## config.mk

```make
export PLATFORM = sky130hd
export DESIGN_NAME = hazard_ctrl
export DESIGN_NICKNAME = d
export VERILOG_FILES = /design/src/rtl/hazard_pkg.sv /design/src/rtl/hazard_match.sv /design/src/rtl/hazard_ctrl.sv
export SDC_FILE = /design/constraint.sdc
export NUM_CORES = 1
export LEC_CHECK = 0
export ABC_AREA = 1
export BUFFER_PORTS_ARGS = -buffer_cell sky130_fd_sc_hd__clkbuf_2
export CAP_MARGIN = 30
export CORE_MARGIN = 2
export CORE_UTILIZATION = 42
export DETAILED_ROUTE_END_ITERATION = 8
export PLACE_DENSITY = 0.82
export SYNTH_ARGS = -nofsm -noshare
export SYNTH_HDL_FRONTEND = slang
export SYNTH_SLANG_ARGS = --single-unit
```

## constraint.sdc

```tcl
create_clock -name clk_i -period 5.13 [get_ports clk_i]
set_input_delay 0.2565 -clock clk_i [delete_from_list [all_inputs] [get_ports clk_i]]
set_output_delay 0.2565 -clock clk_i [all_outputs]
set_load 0.05 [all_outputs]
```

## src/rtl/hazard_pkg.sv

```systemverilog
// Shared constants, state encoding and hazard helper functions for hazard_ctrl.
package hazard_pkg;

  localparam int unsigned DEF_AW    = 5;
  localparam int unsigned DEF_CNT_W = 32;

  typedef logic [1:0] state_t;

  localparam state_t IDLE  = 2'd0;
  localparam state_t RUN   = 2'd1;
  localparam state_t STALL = 2'd2;
  localparam state_t JALR  = 2'd3;

  localparam logic [1:0] FWD_RF  = 2'd0;
  localparam logic [1:0] FWD_MEM = 2'd1;
  localparam logic [1:0] FWD_WB  = 2'd2;

  // Stall cycles one source operand needs before ID may proceed.
  function automatic logic [1:0] stall_need(input logic is_branch, input logic ex_hit,
                                            input logic ex_load, input logic mem_hit,
                                            input logic mem_load);
    logic [1:0] n;
    n = 2'd0;
    if (ex_hit && ex_load) n = 2'd1;
    if (is_branch) begin
      if (ex_hit) n = ex_load ? 2'd2 : 2'd1;
      else if (mem_hit && mem_load) n = 2'd1;
    end
    return n;
  endfunction

  // A load in MEM has no data yet, so it cannot feed the ID compare.
  function automatic logic [1:0] fwd_sel(input logic mem_hit, input logic mem_load,
                                         input logic wb_hit);
    if (mem_hit && !mem_load) return FWD_MEM;
    if (wb_hit) return FWD_WB;
    return FWD_RF;
  endfunction

endpackage

```

## src/rtl/hazard_match.sv

```systemverilog
// Destination/source register comparator; x0 never matches.
module hazard_match #(
  parameter int unsigned AW = 5
) (
  input  logic [AW-1:0] rd,
  input  logic          we,
  input  logic [AW-1:0] rs,
  input  logic          use_rs,
  output logic          hit
);

  assign hit = we && use_rs && (rd != '0) && (rd == rs);

endmodule

```

## src/rtl/hazard_ctrl.sv

```systemverilog
// Hazard and redirect controller for the 5-stage RV32 pipeline.
// Define HAZARD_PERF_CNT_EN to implement the stall/flush event counters.
module hazard_ctrl
  import hazard_pkg::*;
#(
  parameter int unsigned CNT_W = DEF_CNT_W,
  parameter int unsigned AW    = DEF_AW
) (
  input  logic             clk_i,
  input  logic             rst_i,
  input  logic             start_i,
  input  logic [AW-1:0]    id_rs1_i,
  input  logic [AW-1:0]    id_rs2_i,
  input  logic             id_use_rs1_i,
  input  logic             id_use_rs2_i,
  input  logic             id_is_branch_i,
  input  logic             id_is_jal_i,
  input  logic             id_is_jalr_i,
  input  logic             id_taken_i,
  input  logic [AW-1:0]    ex_rd_i,
  input  logic             ex_reg_write_i,
  input  logic             ex_is_load_i,
  input  logic [AW-1:0]    mem_rd_i,
  input  logic             mem_reg_write_i,
  input  logic             mem_is_load_i,
  input  logic [AW-1:0]    wb_rd_i,
  input  logic             wb_reg_write_i,
  output logic             pc_write_o,
  output logic             if_id_write_o,
  output logic             if_id_flush_o,
  output logic             id_ex_bubble_o,
  output logic             jalr_sel_o,
  output logic [1:0]       fwd_rs1_o,
  output logic [1:0]       fwd_rs2_o,
  output logic [CNT_W-1:0] stall_cnt_o,
  output logic [CNT_W-1:0] flush_cnt_o
);

  state_t     state_q, state_d;
  logic [1:0] stall_left_q, stall_left_d;

  logic ex_hit1, ex_hit2, mem_hit1, mem_hit2, wb_hit1, wb_hit2;

  hazard_match #(.AW(AW)) u_ex_rs1 (
    .rd(ex_rd_i), .we(ex_reg_write_i), .rs(id_rs1_i), .use_rs(id_use_rs1_i), .hit(ex_hit1)
  );
  hazard_match #(.AW(AW)) u_ex_rs2 (
    .rd(ex_rd_i), .we(ex_reg_write_i), .rs(id_rs2_i), .use_rs(id_use_rs2_i), .hit(ex_hit2)
  );
  hazard_match #(.AW(AW)) u_mem_rs1 (
    .rd(mem_rd_i), .we(mem_reg_write_i), .rs(id_rs1_i), .use_rs(id_use_rs1_i), .hit(mem_hit1)
  );
  hazard_match #(.AW(AW)) u_mem_rs2 (
    .rd(mem_rd_i), .we(mem_reg_write_i), .rs(id_rs2_i), .use_rs(id_use_rs2_i), .hit(mem_hit2)
  );
  hazard_match #(.AW(AW)) u_wb_rs1 (
    .rd(wb_rd_i), .we(wb_reg_write_i), .rs(id_rs1_i), .use_rs(id_use_rs1_i), .hit(wb_hit1)
  );
  hazard_match #(.AW(AW)) u_wb_rs2 (
    .rd(wb_rd_i), .we(wb_reg_write_i), .rs(id_rs2_i), .use_rs(id_use_rs2_i), .hit(wb_hit2)
  );

  logic [1:0] need1, need2, need;

  always_comb begin
    need1 = stall_need(id_is_branch_i, ex_hit1, ex_is_load_i, mem_hit1, mem_is_load_i);
    need2 = stall_need(id_is_branch_i, ex_hit2, ex_is_load_i, mem_hit2, mem_is_load_i);
    need  = (need1 > need2) ? need1 : need2;
  end

  logic stall_cyc;

  always_comb begin
    pc_write_o     = 1'b0;
    if_id_write_o  = 1'b0;
    if_id_flush_o  = 1'b0;
    id_ex_bubble_o = 1'b0;
    jalr_sel_o     = 1'b0;
    fwd_rs1_o      = FWD_RF;
    fwd_rs2_o      = FWD_RF;
    stall_cyc      = 1'b0;
    state_d        = state_q;
    stall_left_d   = stall_left_q;

    case (state_q)
      IDLE: begin
        id_ex_bubble_o = 1'b1;
        if (start_i) state_d = RUN;
      end
      RUN: begin
        if (need != 2'd0) begin
          // Stall wins over any redirect of the held instruction.
          id_ex_bubble_o = 1'b1;
          stall_cyc      = 1'b1;
          stall_left_d   = need - 2'd1;
          state_d        = (need == 2'd2) ? STALL : RUN;
        end else begin
          pc_write_o    = 1'b1;
          if_id_write_o = 1'b1;
          fwd_rs1_o     = fwd_sel(mem_hit1, mem_is_load_i, wb_hit1);
          fwd_rs2_o     = fwd_sel(mem_hit2, mem_is_load_i, wb_hit2);
          if (id_is_jalr_i) begin
            pc_write_o    = 1'b0;
            if_id_flush_o = 1'b1;
            state_d       = JALR;
          end else if (id_is_jal_i || (id_is_branch_i && id_taken_i)) begin
            if_id_flush_o = 1'b1;
          end
        end
      end
      STALL: begin
        id_ex_bubble_o = 1'b1;
        stall_cyc      = 1'b1;
        if (stall_left_q <= 2'd1) begin
          stall_left_d = 2'd0;
          state_d      = RUN;
        end else begin
          stall_left_d = stall_left_q - 2'd1;
        end
      end
      JALR: begin
        jalr_sel_o    = 1'b1;
        pc_write_o    = 1'b1;
        if_id_flush_o = 1'b1;
        if_id_write_o = 1'b1;
        state_d       = RUN;
      end
      default: state_d = IDLE;
    endcase

    if (rst_i) begin
      pc_write_o     = 1'b0;
      if_id_write_o  = 1'b0;
      if_id_flush_o  = 1'b0;
      id_ex_bubble_o = 1'b1;
      jalr_sel_o     = 1'b0;
      fwd_rs1_o      = FWD_RF;
      fwd_rs2_o      = FWD_RF;
      stall_cyc      = 1'b0;
    end
  end

  always_ff @(posedge clk_i) begin
    if (rst_i) begin
      state_q      <= IDLE;
      stall_left_q <= 2'd0;
    end else begin
      state_q      <= state_d;
      stall_left_q <= stall_left_d;
    end
  end

`ifdef HAZARD_PERF_CNT_EN
  logic [CNT_W-1:0] stall_cnt_q, flush_cnt_q;

  always_ff @(posedge clk_i) begin
    if (rst_i) begin
      stall_cnt_q <= '0;
      flush_cnt_q <= '0;
    end else begin
      if (stall_cyc && (stall_cnt_q != '1)) stall_cnt_q <= stall_cnt_q + CNT_W'(1);
      if (if_id_flush_o && (flush_cnt_q != '1)) flush_cnt_q <= flush_cnt_q + CNT_W'(1);
    end
  end

  assign stall_cnt_o = rst_i ? '0 : stall_cnt_q;
  assign flush_cnt_o = rst_i ? '0 : flush_cnt_q;
`else
  logic unused_stall_cyc;
  assign unused_stall_cyc = stall_cyc;
  assign stall_cnt_o      = '0;
  assign flush_cnt_o      = '0;
`endif

endmodule
```

* Word level (Yosys, flattened, before mapping)
Cells that the tools add are included.
** Cells by class
- Muxes and demuxes :: 64
- Add/subtract/negate cells :: 2
- Reduce and logical (&&, ||, !) cells :: 36
- $lt $le $gt $ge :: 2
- Equal/unequal tests :: 14
** Operators by type and width (count)
- $mux 2 :: 29
- $eq 5x5->1 :: 6
- $mux 1 :: 29
- $logic_and 1x1->1 :: 25
- $reduce_bool 5->1 :: 3
- $pmux 1 s2 :: 4
- $pmux 2 s4 :: 1
- $eq 2x2->1 const B :: 3
- $ne 2x2->1 const B :: 3
- $pmux 2 s2 :: 1
- $reduce_bool 2->1 :: 2
- $sub 2x1->2 const B :: 2
- $ne 3x3->1 const B :: 1
- $reduce_and 3->1 :: 1
- $eq 2x1->1 const B :: 1
- $gt 2x2->1 :: 1
- $le 2x1->1 const B :: 1
- $logic_not 2->1 :: 1
- $reduce_and 2->1 :: 1
- $reduce_or 2->1 :: 1
- $logic_not 1->1 :: 1
- $logic_or 1x1->1 :: 1
** Storage, ports and cells
- Register bits after elaboration :: 4
- Word-level logic and storage cells :: 120
- Output and inout bits :: 73

* Longest topological paths before layout
- Depth in word-level cells :: 21
- Gate-level depth with buffers :: 26
- Gate-level depth less buffers :: 26

* Hierarchy
Synthesis repeated with hierarchy kept, for this count alone.
** Unflattened totals
- Cell total of the unflattened synthesis :: 343
- Area total of the unflattened synthesis :: 1741.7 um^2
** By module, submodules not included
- hazard_ctrl :: cells an instance 151, seq. area each 80.1 um^2, area an instance 998.5 um^2, times used 1
- hazard_match :: cells an instance 32, seq. area each 0.0 um^2, area an instance 123.9 um^2, times used 6

* Worst setup path after synthesis
Ideal clock, no wire load.
- Path kind :: input to output
- Start point :: in id_rs2_i[2]
- End point :: out id_ex_bubble_o
- Buffers on the path :: 0
- Setup slack :: 1.597 ns
- Arrival time :: 3.277 ns
- Cell stages on the path :: 18
- Cells stage by stage :: inv_1 -> nand2_1 -> nand2_1 -> nor2_1 -> nand2_1 -> nor2_4 -> nand3_2 -> nand3_1 -> inv_1 -> ha_1 -> a22oi_1 -> inv_1 -> nand4_2 -> and2_1 -> ha_1 -> inv_1 -> a21oi_1 -> inv_1
** On the way
- Word-level cells in the longest chain between the ends :: 13
** RTL lines
- start, declared :: line hazard_ctrl.sv:13 : input logic [AW-1:0] id_rs2_i,
- $eq 5x5->1 :: line hazard_match.sv:12 : assign hit = we && use_rs && (rd != '0) && (rd == rs);
- $logic_and 1x1->1 :: line hazard_match.sv:12
- $logic_and 1x1->1 :: line hazard_pkg.sv:24 : if (ex_hit && ex_load) n = 2'd1;
- $mux 1 :: line hazard_pkg.sv:24
- $mux 2 :: line hazard_pkg.sv:27 : else if (mem_hit && mem_load) n = 2'd1;
- $mux 2 :: line hazard_pkg.sv:26 : if (ex_hit) n = ex_load ? 2'd2 : 2'd1;
- $mux 2 * :: line hazard_pkg.sv:25 : if (is_branch) begin
- $gt 2x2->1 :: line hazard_ctrl.sv:68 : need = (need1 > need2) ? need1 : need2;
- $mux 2 * :: line hazard_ctrl.sv:68
- $reduce_bool 2->1 * :: line hazard_ctrl.sv:91 : if (need != 2'd0) begin
- $mux 1 * :: line hazard_ctrl.sv:91
- $pmux 1 s2 * :: line hazard_ctrl.sv:85 : case (state_q)
- $mux 1 * :: line hazard_ctrl.sv:131 : if (rst_i) begin
- end, declared :: line hazard_ctrl.sv:31 : output logic id_ex_bubble_o,
Every way passes the cells marked *; elsewhere a longest branch is shown, timed or not.

* Worst setup path in the final report
- Start point :: in id_rs1_i[0]
- End point :: out fwd_rs1_o[1]
** On the way
- Word-level cells in the longest chain between the ends :: 13
** RTL lines
- start, declared :: line hazard_ctrl.sv:12 : input logic [AW-1:0] id_rs1_i,
- $eq 5x5->1 :: line hazard_match.sv:12
- $logic_and 1x1->1 :: line hazard_match.sv:12
- $logic_and 1x1->1 :: line hazard_pkg.sv:24
- $mux 1 :: line hazard_pkg.sv:24
- $mux 2 :: line hazard_pkg.sv:27
- $mux 2 :: line hazard_pkg.sv:26
- $mux 2 :: line hazard_pkg.sv:25
- $gt 2x2->1 :: line hazard_ctrl.sv:68
- $mux 2 :: line hazard_ctrl.sv:68
- $reduce_bool 2->1 :: line hazard_ctrl.sv:91
- $mux 2 * :: line hazard_ctrl.sv:91
- $mux 2 * :: line hazard_ctrl.sv:85
- $mux 2 * :: line hazard_ctrl.sv:131
- end, declared :: line hazard_ctrl.sv:33 : output logic [1:0] fwd_rs1_o,
Every way passes the cells marked *; elsewhere a longest branch is shown, timed or not. The select of a mux whose other input is x is not followed.

==> qor.yml <==
floorplan:
  die-width_um: 65.8
  io_pins: 112
  core_area_mm2: 0.00366
  die_h_um: 65.8
  dieArea_mm2: 0.00433
  start_util_pct: 43.8
  floorplan.rows: 22
routing:
  vias_per_cell: 4.28
  wl_met3_um: 399
  final_antenna_net_count: 0
  avgRoutedWirePerCell_um: 9.25
  first_pass_iters: 4
  route.met2.wl_um: 1590
  wirelength_met1_um: 1450
  routed_wl_um: 3500
  drc: 0
  via_count: 1617
  routed.top_layer: "met4"
  initialDrtViolationCount: 61
clocking:
  cts_hold_buf: 0
  cts.path.max_buffers: 2
  clock_latency_ns: 0.22
  cts_sinks: 4
  cts_made_buffers: 3
  h-tree-depth: 1
  cts-root-buf: "clkbuf_8"
  cts_tree: "yes"
  clk_pin_slew_worst_paths_ns: 0.03
  post_cts_resized: 0
  postCtsSetupRepairBufs: 0
yosys:
  ys_seq_elements: 4
  synth_edf_count: 0
  ys_types: 31
  yosys_warnings: 0
  synth_cells: 281
  syn_avg_cell_area_um2: 5.71
  synthArstFlopShare_pct: 0
  synth_flop_cell: "dfxtp_1"
  seq_area_frac_synth_pct: 4.99
  syn-cell-area_mm2: 0.00161
global_route:
  grt_max_degree: 6
  grt-ovfl-total: 0
  antenna_found_initial: 0
  grt_pass1_vias: 1384
  grt_usage_pct: 15.8
  grt_pass1_wl_um: 5520
timing:
  setup_violations: 0
  min_period_over_period_pct: 68.4
  fmax_ghz: 0.285
  slew_viol_final: 0
  skew_ns: 0.00356
  fin_crit_ns: 3.51
  fin_tns_setup_ns: 0
  hold_viol_final: 0
  rsz0062_at_grt: "no"
setup_path:
  cp-end-kind: "primary output"
  path_delay_family: "simple AND/OR/NAND/NOR gates"
  crit_cells: 25
  arrival_ns: 3.25
  criticalPathCategory: "in2out"
  cp_max_fo: 4
  worst-path-buf-inv: 7
  crit_path_start_kind: "input port"
  reg2reg_setup_slack_ns: 3.75
  crit_path_frequent_cell: "nand2_1"
  cpPeakStageDelay_ns: 0.29
  reg2reg_depth: 7
  critPathSlowestCell: "ha_1"
  crit_required_ns: 4.87
placement:
  routabilityCongestion: 0.876
  dp_hpwl_um: 3130
  io_buffers: 47
  placed_area_mm2: 0.00166
worst_hold_path:
  hp-class: "in2reg"
  holdPathStages: 4
layout:
  diodes: 0
  syn2layout_area_growth_pct: 5.77
  fin_area_mm2: 0.00170
  nNetsFinal: 376
  layout_common_cells: "nand2_1 (67), conb_1 (64), clkbuf_2 (47), inv_1 (39), nor2_1 (22)"
  drive_gt1_share_pct: 24.2
  mostFrequentLayoutCell: "nand2_1"
power:
  ir_drop_v: 0.0000741
  power.leakage_nw: 1.08
  power_density_mw_per_mm2: 178
outcome:
  outcome: "complete, no violations"
job:
  maxCapViolCount: 0
[power breakdown]
part	switching [mW]	total (mW)	internal [mW]
registers	0.00249	0.0369	0.0344
logic	0.166	0.200	0.0340
clock network	0.0161	0.0661	0.0500
[final cells by class]
class / instances / area, µm²
flip-flops and latches: 4 / 80.1
clock buffers: 3 / 41.3
well taps: 48 / 60.1
fillers: 403 / 1960
repair buffers: 47 / 235
multi-input cells: 223 / 1080
inverters: 53 / 199
[synthesized netlist by cell type, types with 2 or more instances]
| library cell | instances | share of area, % |
|---|---|---|
| a21oi_1 | 6 | 1.9 |
| o21ai_0 | 5 | 1.6 |
| nor2_4 | 3 | 2.1 |
| nand3_2 | 2 | 1.2 |
| o211ai_1 | 3 | 1.4 |
| clkinv_1 | 2 | 0.47 |
| nand2_1 | 67 | 16 |
| xor2_1 | 2 | 1.1 |
| nor2_2 | 4 | 1.6 |
| nand4_2 | 2 | 1.6 |
| buf_4 | 64 | 30 |
| inv_2 | 12 | 2.8 |
| nand2_2 | 5 | 1.9 |
| nor2_1 | 22 | 5.1 |
| nor3_1 | 3 | 0.94 |
| a22oi_1 | 2 | 0.94 |
| dfxtp_1 | 4 | 5.0 |
| nand4_1 | 3 | 1.2 |
| nand3_1 | 12 | 3.7 |
| o22ai_1 | 3 | 1.2 |
| ha_1 | 5 | 3.9 |
| a221oi_1 | 3 | 1.6 |
| inv_1 | 39 | 9.1 |
[sequential cells by signal (all words and copies together), names as in the netlist]
register,count
stall_left_q,2
state_q,2
[final timing paths]
kind                                 startpoint              end
worst max-delay path                id_rs1_i[0]     fwd_rs1_o[1]
worst min-delay path                      rst_i       state_q[0]
worst max register to register       state_q[0]  stall_left_q[0]
worst min register to register  stall_left_q[1]  stall_left_q[1]
[metrics by stage]
| step | utilization [%] | hold slack (ns) | total power [mW] | instances | worst slack, ns |
|---|---|---|---|---|---|
| 6_report | 46.4 | 0.405 | 0.303 | 378 | 1.62 |
| 5_1_grt | 46.4 | 0.432 | 0.323 | 378 | 1.23 |
| 4_1_cts | 46.4 | 0.403 | 0.302 | 378 | 1.63 |
| 3_5_place_dp | 45.2 | 0.541 | 0.235 | 375 | 1.63 |
| 3_3_place_gp | 45.2 | 0.525 | 0.234 | 375 | 1.71 |
| 2_1_floorplan | - | 0.438 | 0.236 | 344 | 1.60 |
[worst min-delay path: cells and delay by family]
| family | cells | cell delay, ns |
|---|---|---|
| AOI/OAI and AO/OA | 1 | 0.07 |
| buffers and inverters | 3 | 0.25 |
[cells by family after synthesis]
kind of cell | share of synthesized area [%]
compound gates | 9.59
xor+xnor | 1.09
fa+ha+maj | 3.90
buf+inv | 42.3
flops | 4.99
other cells | 0.234
simple gates | 37.9
[per-layer routing]
layer,vias up,global-route usage [%]
met5,-,0
li1,841,-
met4,0,3.39
met1,684,20.1
met2,86,27.3
met3,6,3.41
Note: power is estimated with default switching activity, not from simulation.
